## config.mk

```make
export PLATFORM = sky130hd
export DESIGN_NAME = multicycle_ctrl
export DESIGN_NICKNAME = d
export VERILOG_FILES = /design/src/rtl/rv32i_ctrl_pkg.sv /design/src/rtl/ctrl_opcode_decode.sv /design/src/rtl/multicycle_ctrl.sv
export SDC_FILE = /design/constraint.sdc
export NUM_CORES = 1
export LEC_CHECK = 0
export CORE_MARGIN = 2
export CORE_UTILIZATION = 43
export CTS_CLUSTER_SIZE = 20
export DETAILED_ROUTE_END_ITERATION = 7
export PLACE_DENSITY = 0.76
export SETUP_SLACK_MARGIN = 0.02
export SYNTH_ARGS = -nofsm -noshare
export SYNTH_HDL_FRONTEND = slang
export SYNTH_HIERARCHICAL = 1
export SYNTH_SLANG_ARGS = --single-unit
```

## constraint.sdc

```tcl
create_clock -name clk -period 2.8 [get_ports clk]
set_input_delay 0.7 -clock clk [delete_from_list [all_inputs] [get_ports clk]]
set_output_delay 0.7 -clock clk [all_outputs]
set_load 0.01 [all_outputs]
```

## src/rtl/rv32i_ctrl_pkg.sv

```systemverilog
// rv32i_ctrl_pkg: shared definitions for the multicycle RV32I control unit.
// Holds the base opcode values, the controller state encoding, the pc_sel
// and wb_sel mux encodings, and bit positions of the one-hot opcode class.
package rv32i_ctrl_pkg;

  localparam logic [6:0] OPC_LUI    = 7'b0110111;
  localparam logic [6:0] OPC_AUIPC  = 7'b0010111;
  localparam logic [6:0] OPC_JAL    = 7'b1101111;
  localparam logic [6:0] OPC_JALR   = 7'b1100111;
  localparam logic [6:0] OPC_BRANCH = 7'b1100011;
  localparam logic [6:0] OPC_LOAD   = 7'b0000011;
  localparam logic [6:0] OPC_STORE  = 7'b0100011;
  localparam logic [6:0] OPC_OP_IMM = 7'b0010011;
  localparam logic [6:0] OPC_OP     = 7'b0110011;
  localparam logic [6:0] OPC_FENCE  = 7'b0001111;
  localparam logic [6:0] OPC_SYSTEM = 7'b1110011;

  typedef enum logic [2:0] {
    FETCH  = 3'd0,
    DECODE = 3'd1,
    EXEC   = 3'd2,
    MEM    = 3'd3,
    WB     = 3'd4,
    TRAP   = 3'd5
  } state_t;

  localparam logic [1:0] PC_SEL_PLUS4  = 2'b00;
  localparam logic [1:0] PC_SEL_TARGET = 2'b01;
  localparam logic [1:0] PC_SEL_JALR   = 2'b10;

  localparam logic [1:0] WB_SEL_ALU    = 2'b00;
  localparam logic [1:0] WB_SEL_LOAD   = 2'b01;
  localparam logic [1:0] WB_SEL_PC4    = 2'b10;

  localparam int CLS_LUI     = 0;
  localparam int CLS_AUIPC   = 1;
  localparam int CLS_JAL     = 2;
  localparam int CLS_JALR    = 3;
  localparam int CLS_BRANCH  = 4;
  localparam int CLS_LOAD    = 5;
  localparam int CLS_STORE   = 6;
  localparam int CLS_OP_IMM  = 7;
  localparam int CLS_OP      = 8;
  localparam int CLS_FENCE   = 9;
  localparam int CLS_SYSTEM  = 10;
  localparam int CLS_ILLEGAL = 11;
  localparam int NUM_CLS     = 12;

endpackage

```

## src/rtl/ctrl_opcode_decode.sv

```systemverilog
// ctrl_opcode_decode: purely combinational opcode classifier.
// Ports:
//   opcode  in   7         instruction opcode field
//   cls     out  NUM_CLS   one-hot class; CLS_ILLEGAL for anything unknown
module ctrl_opcode_decode
  import rv32i_ctrl_pkg::*;
(
  input  logic [6:0]         opcode,
  output logic [NUM_CLS-1:0] cls
);

  always_comb begin
    cls = '0;
    case (opcode)
      OPC_LUI:    cls[CLS_LUI]     = 1'b1;
      OPC_AUIPC:  cls[CLS_AUIPC]   = 1'b1;
      OPC_JAL:    cls[CLS_JAL]     = 1'b1;
      OPC_JALR:   cls[CLS_JALR]    = 1'b1;
      OPC_BRANCH: cls[CLS_BRANCH]  = 1'b1;
      OPC_LOAD:   cls[CLS_LOAD]    = 1'b1;
      OPC_STORE:  cls[CLS_STORE]   = 1'b1;
      OPC_OP_IMM: cls[CLS_OP_IMM]  = 1'b1;
      OPC_OP:     cls[CLS_OP]      = 1'b1;
      OPC_FENCE:  cls[CLS_FENCE]   = 1'b1;
      OPC_SYSTEM: cls[CLS_SYSTEM]  = 1'b1;
      default:    cls[CLS_ILLEGAL] = 1'b1;
    endcase
  end

endmodule

```

## src/rtl/multicycle_ctrl.sv

```systemverilog
// multicycle_ctrl: FSM sequencer for a multicycle RV32I datapath.
// Fetches, decodes, executes, optionally accesses data memory and writes
// back, retiring one instruction per pc_we strobe and counting retirements.
//
// Build option: ILLEGAL_OPCODE_TRAP_EN -- when defined, an unknown opcode
// parks the controller in TRAP (illegal=1) until reset; when undefined the
// unknown opcode is retired as a NOP and illegal is tied low.
//
// Ports:
//   clk, rst        clock (rising edge), synchronous active-high reset
//   instr           instruction word from memory (latched on ir_load)
//   imem_ready      instruction memory data valid
//   dmem_ready      data memory access complete
//   branch_taken    ALU branch compare result
//   imem_req, ir_load, dmem_req, dmem_we, reg_we, pc_we   control strobes
//   pc_sel, wb_sel, alu_src_b                             datapath selects
//   state_o         current state encoding
//   illegal         illegal-opcode flag
//   retired         retired-instruction count (wraps)
//
// state  | meaning
// FETCH  | request instruction, wait for imem_ready, latch instr
// DECODE | classify the latched opcode
// EXEC   | ALU step; branches and NOPs retire here
// MEM    | data memory access, held until dmem_ready; stores retire here
// WB     | register write-back and PC update, retire
// TRAP   | illegal opcode seen, frozen until reset
module multicycle_ctrl
  import rv32i_ctrl_pkg::*;
#(
  parameter int CNT_W = 32
)
(
  input  logic             clk,
  input  logic             rst,
  input  logic [31:0]      instr,
  input  logic             imem_ready,
  input  logic             dmem_ready,
  input  logic             branch_taken,
  output logic             imem_req,
  output logic             ir_load,
  output logic             dmem_req,
  output logic             dmem_we,
  output logic             reg_we,
  output logic             pc_we,
  output logic [1:0]       pc_sel,
  output logic [1:0]       wb_sel,
  output logic             alu_src_b,
  output logic [2:0]       state_o,
  output logic             illegal,
  output logic [CNT_W-1:0] retired
);

  state_t               state_q, state_d;
  logic [11:0]          ir_q;
  logic [CNT_W-1:0]     retired_q;
  logic [NUM_CLS-1:0]   cls;
  logic                 rd_nz;
  logic                 is_ldst;
  logic                 is_nop;
  logic                 unused_instr;

  // Only opcode and rd steer the controller; the rest belongs to the datapath.
  assign unused_instr = ^instr[31:12];

  ctrl_opcode_decode u_opcode_decode (
    .opcode (ir_q[6:0]),
    .cls    (cls)
  );

  assign rd_nz   = |ir_q[11:7];
  assign is_ldst = cls[CLS_LOAD] | cls[CLS_STORE];
  assign is_nop  = cls[CLS_FENCE] | cls[CLS_SYSTEM] | cls[CLS_ILLEGAL];

  always_ff @(posedge clk) begin
    if (rst) begin
      state_q <= FETCH;
    end else begin
      state_q <= state_d;
    end
  end

  always_ff @(posedge clk) begin
    if (rst) begin
      ir_q <= '0;
    end else if (ir_load) begin
      ir_q <= instr[11:0];
    end
  end

  // pc_we is already forced low during reset, so an aborted instruction
  // can never bump the counter.
  always_ff @(posedge clk) begin
    if (rst) begin
      retired_q <= '0;
    end else if (pc_we) begin
      retired_q <= retired_q + {{(CNT_W-1){1'b0}}, 1'b1};
    end
  end

  always_comb begin
    state_d = state_q;
    case (state_q)
      FETCH:  if (imem_ready) state_d = DECODE;
      DECODE: begin
`ifdef ILLEGAL_OPCODE_TRAP_EN
        if (cls[CLS_ILLEGAL]) state_d = TRAP;
        else                  state_d = EXEC;
`else
        state_d = EXEC;
`endif
      end
      EXEC: begin
        if (cls[CLS_BRANCH] || is_nop) state_d = FETCH;
        else if (is_ldst)              state_d = MEM;
        else                           state_d = WB;
      end
      MEM: begin
        if (dmem_ready) state_d = cls[CLS_STORE] ? FETCH : WB;
      end
      WB:   state_d = FETCH;
`ifdef ILLEGAL_OPCODE_TRAP_EN
      TRAP: state_d = TRAP;
`endif
      default: state_d = FETCH;
    endcase
  end

  always_comb begin
    imem_req  = 1'b0;
    ir_load   = 1'b0;
    dmem_req  = 1'b0;
    dmem_we   = 1'b0;
    reg_we    = 1'b0;
    pc_we     = 1'b0;
    pc_sel    = PC_SEL_PLUS4;
    wb_sel    = WB_SEL_ALU;
    alu_src_b = 1'b0;
    illegal   = 1'b0;
    case (state_q)
      FETCH: begin
        imem_req = 1'b1;
        ir_load  = imem_ready;
      end
      EXEC: begin
        if (cls[CLS_BRANCH]) begin
          pc_we  = 1'b1;
          pc_sel = branch_taken ? PC_SEL_TARGET : PC_SEL_PLUS4;
        end else if (is_nop) begin
          pc_we  = 1'b1;
        end else begin
          alu_src_b = ~cls[CLS_OP];
        end
      end
      MEM: begin
        dmem_req = 1'b1;
        dmem_we  = cls[CLS_STORE];
        pc_we    = cls[CLS_STORE] & dmem_ready;
      end
      WB: begin
        reg_we = rd_nz;
        pc_we  = 1'b1;
        if (cls[CLS_LOAD])                     wb_sel = WB_SEL_LOAD;
        else if (cls[CLS_JAL] | cls[CLS_JALR]) wb_sel = WB_SEL_PC4;
        if (cls[CLS_JAL])       pc_sel = PC_SEL_TARGET;
        else if (cls[CLS_JALR]) pc_sel = PC_SEL_JALR;
      end
`ifdef ILLEGAL_OPCODE_TRAP_EN
      TRAP: illegal = 1'b1;
`endif
      default: ;
    endcase
    // Reset overrides immediately, before the state register has updated.
    if (rst) begin
      imem_req  = 1'b0;
      ir_load   = 1'b0;
      dmem_req  = 1'b0;
      dmem_we   = 1'b0;
      reg_we    = 1'b0;
      pc_we     = 1'b0;
      pc_sel    = PC_SEL_PLUS4;
      wb_sel    = WB_SEL_ALU;
      alu_src_b = 1'b0;
      illegal   = 1'b0;
    end
  end

  assign state_o = rst ? FETCH : state_q;
  assign retired = rst ? '0 : retired_q;

endmodule

```

==> impl_metrics.yaml <==
critical_path:
  critPathArrivalTime_ps: 2550
  startpoint: "ir_q[2]$_SDFFE_PP0P_"
  crit_path_top_delay_cell: "or4_4"
  crit_fanout: 2
  required_ps: 2100
  startpoint_type: "flip-flop"
  worst-setup-path-type: "reg2out"
  reg2reg_slack_ps: -350
  cp-endpoint: "alu_src_b"
  r2r-end: "retired_q[3]$_SDFFE_PP0P_"
  path_cells: "nor2b_4 > mux2_4 > o32a_1 > or4_4 > or4_4 > nor2_2 > buf_2"
  reg2regPathDepth: 16
  rr_startpoint: "ir_q[2]$_SDFFE_PP0P_"
  end_kind: "primary output"
  cpPeakStageDelay_ps: 540
  cpMostUsedCell: "or4_4"
status:
  violations: "negative setup slack"
  status: "finished, violations left"
die:
  ios: 84
  die_w_um: 85.63
  rows: 29
  die_h_um: 85.63
  die-area_mm2: 0.007333
  initial_core_util_pct: 44.87
  core_mm2: 0.006386
sta:
  finalSetupViolations: 27
  finalHoldViolCount: 0
  fmax_ghz: 0.3078
  maxSlewViolCount: 0
  maxSlewHeadroom_pct: 52.97
  min_period_ps: 3249
  period_share_pct: 116.0
  fin_skew_ps: 14.67
  worst_pin_slew_ps: 703.4
  setup_ws_ps: -449.3
  rsz0062_at_grt: "true"
power:
  irDropWorstVdd_uv: 183.9
  power.total_uw: 1232
  p_per_area_mw_per_mm2: 292.6
  cellLeakagePower_uw: 0.001534
global_route:
  grt_pass1_wl_mm: 12.54
  antenna_found_initial: 0
  first_global_vias: 2744
  grt-ovfl-total: 0
  grtUsageTotal_pct: 21.00
  grt_max_degree: 41
final_layout:
  area_growth_pct: 46.94
  nets: 484
  layout.cells.most_common: "clkdlybuf4s50_1"
  final_cell_mix: "clkdlybuf4s50_1 (54), nand2_1 (43), dfxtp_1 (43), nor2_1 (42), buf_4 (42)"
  final_cells: 523
  layout-drive-gt1-share_pct: 27.80
  final_area_mm2: 0.004210
  fin_util_pct: 65.93
  diodes: 0
  fillers: 516
clocking:
  cts.sinks: 47
  h-tree-depth: 2
  cts_hold_buf: 0
  clockRootBuffer: "clkbuf_8"
  insertion_delay_ps: 310
  path_clk_slew_ps: 80
  clockBufferDepth: 2
  cts_tree: "done"
  cts_buffers: 5
detailed_routing:
  routed_wl_mm: 7.917
  drtIter0Drc: 128
  vias_per_cell: 5.602
  vias: 2930
  postRouteAntennaNets: 0
  drc: 0
  drt-pass1-iter-count: 5
  avgRoutedWirePerCell_um: 15.14
placed_design:
  gp_congestion: 0.8385
  port_buffers: 62
  place_area_mm2: 0.003701
  dpl.cell_count: 493
  dpl.hpwl_mm: 5.264
synthesis:
  syn_nets: 385
  netlist_area_mm2: 0.002865
  ys_warn_count: 6
  postSynthCellCount: 347
  avgSynthCellArea_um2: 8.257
worst_hold_path:
  min_path_type: "reg2reg"
flow_run:
  cap_violations: 0
==> area by class of cell <==
class | count | area, µm² | share of cell area [%]
sequential | 47 | 945.9 | 22.47
clock inverter | 2 | 13.76 | 0.3269
inverter | 4 | 15.01 | 0.3566
timing repair buffer | 113 | 1055 | 25.05
multi-input combinational | 275 | 2016 | 47.88
clock buffer | 5 | 68.82 | 1.634
tap | 77 | 96.34 | 2.288
==> sequential cells by signal (all words and copies together), names as in the netlist <==
register and flops:
ir_q 12, state_q 3, retired_q 32
==> metrics by stage <==
stage	setup slack [ps]	TNS, ps	hold WS, ps
6_report	-449.3	-2399	457.5
5_1_grt	-547.1	-5255	482.0
4_1_cts	-475.0	-1327	459.6
3_5_place_dp	-487.7	-1014	447.3
3_3_place_gp	-489.1	-878.9	444.1
2_1_floorplan	-152.4	-152.4	436.0
==> per-layer routing <==
| layer | wire (µm) | up-vias | GRT usage (%) |
|---|---|---|---|
| met5 | 0 | - | 0 |
| met4 | 108 | 0 | 7.215 |
| met3 | 455 | 11 | 5.582 |
| met2 | 3892 | 81 | 35.65 |
| met1 | 3460 | 1407 | 25.71 |
| li1 | - | 1431 | - |
==> how the worst min path moves through the flow <==
stage,startpoint,endpoint,slack [ps],depth (start not counted)
after detailed placement,ir_q[8]$_SDFFE_PP0P_,ir_q[8]$_SDFFE_PP0P_,450,2
after global routing,ir_q[11]$_SDFFE_PP0P_,ir_q[11]$_SDFFE_PP0P_,480,2
after floorplan,ir_q[9]$_SDFFE_PP0P_,ir_q[9]$_SDFFE_PP0P_,440,2
after CTS,ir_q[11]$_SDFFE_PP0P_,ir_q[11]$_SDFFE_PP0P_,460,2
after global placement,ir_q[11]$_SDFFE_PP0P_,ir_q[11]$_SDFFE_PP0P_,440,2
final,ir_q[11]$_SDFFE_PP0P_,ir_q[11]$_SDFFE_PP0P_,460,2
==> what timing repair did <==
item                       in CTS  in global routing
cloned                          2                  0
setup buffers                  11                 10
hold endpoints to repair        0                  0
setup endpoints to repair      10                 36
pin swaps                       4                  4
gates resized for setup        30                 37
==> report_power, final <==
group	internal [µW]	switching (µW)	leakage, µW
clock network	171	234	0.0000440
registers	679	12.6	0.000382
logic	68.4	66.4	0.00111
==> worst max-delay path, delay by kind of cell, from the launching register on <==
family	cells	cell delay, ps
buffers and inverters	1	130
muxes	1	300
and+or+nand+nor	4	1210
DFF	1	330
AOI/OAI and AO/OA	1	300
No activity file was read; power rests on OpenSTA's default activity.
